===== src/rtl/compare_n_bit_seq.sv =====
// Multi-cycle magnitude comparator: scans two WIDTH-bit operands CHUNK bits
// per clock, MSB chunk first, stopping at the first differing chunk.
module compare_n_bit_seq #(
  parameter int unsigned WIDTH = 8,
  parameter int unsigned CHUNK = 2
) (
  input  logic                                 clk,
  input  logic                                 rst_n,
  input  logic                                 start,
  input  logic                                 signed_mode,
  input  logic [WIDTH-1:0]                     a,
  input  logic [WIDTH-1:0]                     b,
  output logic                                 busy,
  output logic                                 done,
  output logic                                 eq,
  output logic                                 gt,
  output logic                                 lt,
  output logic [$clog2(WIDTH/CHUNK+1)-1:0]     cycles
);

  localparam int unsigned N  = WIDTH / CHUNK;
  localparam int unsigned IW = (N > 1) ? $clog2(N) : 1;
  localparam int unsigned CW = $clog2(N + 1);

  localparam logic [0:0] IDLE = 1'b0;
  localparam logic [0:0] RUN  = 1'b1;

  logic [0:0]                  state, state_n;
  logic [IW-1:0]               idx, idx_n;
  logic [N-1:0][CHUNK-1:0]     op_a, op_a_n;
  logic [N-1:0][CHUNK-1:0]     op_b, op_b_n;
  logic                        busy_n, done_n, eq_n, gt_n, lt_n;
  logic [CW-1:0]               cycles_n;
  logic [CHUNK-1:0]            chunk_a, chunk_b;
  logic [WIDTH-1:0]            sign_flip;

  // Flipping the sign bit maps two's-complement order onto unsigned order.
  assign sign_flip = {signed_mode, (WIDTH-1)'(0)};
  assign chunk_a   = op_a[idx];
  assign chunk_b   = op_b[idx];

  always_ff @(posedge clk or negedge rst_n) begin
    if (!rst_n) begin
      state  <= IDLE;
      idx    <= '0;
      op_a   <= '0;
      op_b   <= '0;
      busy   <= 1'b0;
      done   <= 1'b0;
      eq     <= 1'b0;
      gt     <= 1'b0;
      lt     <= 1'b0;
      cycles <= '0;
    end else begin
      state  <= state_n;
      idx    <= idx_n;
      op_a   <= op_a_n;
      op_b   <= op_b_n;
      busy   <= busy_n;
      done   <= done_n;
      eq     <= eq_n;
      gt     <= gt_n;
      lt     <= lt_n;
      cycles <= cycles_n;
    end
  end

  // Next-state and registered-output logic; results hold until next completion.
  always_comb begin
    state_n  = state;
    idx_n    = idx;
    op_a_n   = op_a;
    op_b_n   = op_b;
    busy_n   = busy;
    done_n   = 1'b0;
    eq_n     = eq;
    gt_n     = gt;
    lt_n     = lt;
    cycles_n = cycles;
    case (state)
      IDLE: begin
        if (start) begin
          op_a_n  = a ^ sign_flip;
          op_b_n  = b ^ sign_flip;
          idx_n   = IW'(N - 1);
          busy_n  = 1'b1;
          state_n = RUN;
        end
      end
      RUN: begin
        if (chunk_a != chunk_b) begin
          eq_n     = 1'b0;
          gt_n     = (chunk_a > chunk_b);
          lt_n     = (chunk_a < chunk_b);
          cycles_n = CW'(N) - CW'(idx);
          done_n   = 1'b1;
          busy_n   = 1'b0;
          state_n  = IDLE;
        end else if (idx == '0) begin
          eq_n     = 1'b1;
          gt_n     = 1'b0;
          lt_n     = 1'b0;
          cycles_n = CW'(N);
          done_n   = 1'b1;
          busy_n   = 1'b0;
          state_n  = IDLE;
        end else begin
          idx_n = idx - IW'(1);
        end
      end
      default: state_n = IDLE;
    endcase
  end

endmodule


===== config.mk =====
export PLATFORM = sky130hd
export DESIGN_NAME = compare_n_bit_seq
export DESIGN_NICKNAME = d
export VERILOG_FILES = /design/src/rtl/compare_n_bit_seq.sv
export SDC_FILE = /design/constraint.sdc
export NUM_CORES = 1
export LEC_CHECK = 0
export ABC_CLOCK_PERIOD_IN_PS = 2810
export CORE_MARGIN = 3
export CORE_UTILIZATION = 30
export CTS_BUF_LIST = sky130_fd_sc_hd__clkbuf_8
export CTS_CLUSTER_DIAMETER = 60
export DETAILED_ROUTE_END_ITERATION = 12
export GPL_ROUTABILITY_DRIVEN = 0
export PLACE_DENSITY = 0.61
export SYNTH_ARGS = -nofsm -noshare
export SYNTH_HDL_FRONTEND = slang
export SYNTH_SLANG_ARGS = --single-unit

===== constraint.sdc =====
create_clock -name clk -period 2.81 [get_ports clk]
set_clock_uncertainty 0.05 [all_clocks]
set_input_delay 0.281 -clock clk [delete_from_list [all_inputs] [get_ports clk]]
set_output_delay 0.281 -clock clk [all_outputs]
set_load 0.005 [all_outputs]

==> results.yml <==
worst_setup_path:
  crit_path_end_kind: "flop"
  r2r_slack_ps: 620
  reg2reg_to: "idx[1]"
  worst_r2r_startpoint: "idx[0]"
  crit_path_start_kind: "flop"
  cp.arrival_ps: 2300
  r2r_cells: 5
  crit_type: "reg -> reg"
  worstPathMaxFanout: 8
  worstPathRequired_ps: 2920
floorplanning:
  die_area_um2: 4800
  initial_core_util_pct: 31.9
  fp.dieH_um: 69.3
  die_w_um: 69.3
  coreArea_um2: 3770
  std_cell_rows: 22
  io_pins: 28
finish:
  syn2layout_area_growth_pct: 29.7
  nNetsFinal: 140
  final_cells: 164
  drive_gt1_share_pct: 24.1
  design_area_um2: 1560
  n_antenna_cell: 0
yosys:
  synth.area.top_cells: "dfrtp_1, mux2_2, mux4_2"
  synth_edf_count: 0
  syn-num-nets: 109
  synth_top_area_cell: "dfrtp_1"
  avgSynthCellArea_um2: 14.0
  dominantRegCellSynth: "dfrtp_1"
  ys_seq_area_share_pct: 56.2
  ys_seq_elements: 27
  syn_area_um2: 1200
  syn_inst: 86
  ys_types: 23
  yosysMostFrequentCell: "dfrtp_1"
  synth_warnings: 0
  async_flop_share_pct: 100
  synthTopCellsByCount: "dfrtp_1, mux2_2, inv_1"
  synth_top_area_share_pct: 56.2
routing:
  vias: 741
  antenna_left: 0
  drt_iter0_markers: 25
  routed_wl_um: 2040
  drtPass1Iterations: 2
  drt-vias-per-instance: 4.52
  wl_per_cell_um: 12.5
  drc: 0
cts:
  cts.repair.resized: 0
  clk_pin_slew_ps: 90
  postCtsHoldBufs: 0
  clock_latency_ps: 270
  cts_num_sinks: 27
  cts_tree: "done"
  cts_buffers: 3
  cts-root-buf: "clkbuf_8"
  clockBufferDepth: 2
  post_cts_buffers: 0
  htreeDepth: 1
place:
  placed_cells_incl_taps: 160
  pre_cts_ws_ps: 621
  detailed_place.area_um2: 1510
  portBuffers: 27
sta:
  finalHoldViolCount: 0
  rsz0062_at_grt: "false"
  setup_ws_ps: 624
  setup_viol: 0
  fin_setup_tns_ps: 0
  worst_slew_pin_slew_ps: 370
  fin_crit_sh_pct: 77.8
  min_period_ps: 2190
  slew_viol_final: 0
  slew_headroom_pct: 75.1
  fmax_mhz: 458
power_and_ir_drop:
  power_leakage_nw: 0.685
  power_density_nw_per_um2: 1030
  vdd_drop_max_mv: 0.330
run_status:
  status: "complete, no violations"
global_route:
  grt_pass1_vias: 802
  grt_first_pass_wirelength_um: 3680
  grt.overflow.total: 0
  grt_max_degree: 28
  antenna_found_initial: 0
  track_usage_pct: 9.33
flow_run:
  cap_violations: 0
hold_path:
  hold_path.class: "in -> async"
-- power by group --
| part | internal (mW) | switching [mW] |
|---|---|---|
| Clock | 0.0979 | 0.115 |
| Combinational | 0.434 | 0.279 |
| Sequential | 0.563 | 0.112 |
-- flip-flops by register name, summed over array words and instances (netlist names) --
| name | flops |
|---|---|
| busy | 1 |
| cycles | 3 |
| done | 1 |
| eq | 1 |
| gt | 1 |
| idx | 2 |
| lt | 1 |
| op_a | 8 |
| op_b | 8 |
| state | 1 |
-- kinds of logic after synthesis --
family,count (synthesis),share of synthesized area [%]
simple gates,14,6.76
mux,18,20.6
buf+inv,9,4.68
flops,27,56.2
xor+xnor,2,1.46
fa+ha+maj,3,3.12
compound gates,13,7.18
-- worst max-delay path by stage --
stage	from	end	slack [ps]	cells after the start
after floorplan	idx[0]	idx[1]	830	6
after global placement	idx[0]	idx[1]	640	5
after detailed placement	idx[0]	idx[1]	620	5
after CTS	idx[0]	idx[1]	600	5
after global routing	idx[0]	cycles[1]	470	5
final	idx[0]	idx[1]	620	5
-- per-stage QoR --
step                util, %  power (mW)  hold slack [ps]
finish                 41.3        1.60              321
global route           41.3        1.74              359
CTS                    41.3        1.62              342
detailed placement     40.1        1.41              429
global placement       40.1        1.38              408
floorplan                 -        1.19            -64.6
-- layout make-up --
class	count	area (µm²)
Fill cell	347	2210
Sequential cell	27	676
Multi-Input combinational cell	50	470
Timing Repair Buffer	29	285
Tap cell	48	60.1
Clock buffer	3	41.3
Inverter	6	22.5
Clock inverter	1	3.75
-- layout by cell type (no fill, tap or decap) --
master	n
a2bb2oi_1	1
inv_1	7
buf_4	2
dfrtp_1	27
clkbuf_8	3
o21a_1	1
a21bo_2	1
nor3_1	1
o21ai_0	2
a21o_1	1
clkdlybuf4s50_1	27
a22o_1	2
xnor2_1	2
and4b_4	1
nor2b_2	1
nor2_1	3
mux2_2	14
and2_2	1
nand2_1	4
ha_1	3
nand3_1	1
and3_1	1
mux4_2	4
a21oi_1	5
or2_4	1
-- critical path: stages, from the launching register on --
cell       delay [ps]
dfrtp_1           560
mux4_2            550
ha_1              350
and4b_4           210
or2_4             230
a2bb2oi_1         120
-- routing by layer --
metal,part of all wire [%],wire length (µm),GRT usage [%],vias up
met2,47,970,15.0,20
met1,48,975,12.2,357
li1,-,-,-,362
met5,0,0,0,-
met4,0.73,15,2.60,0
met3,4.0,81,2.61,2
No activity file was read; power rests on OpenSTA's default activity.
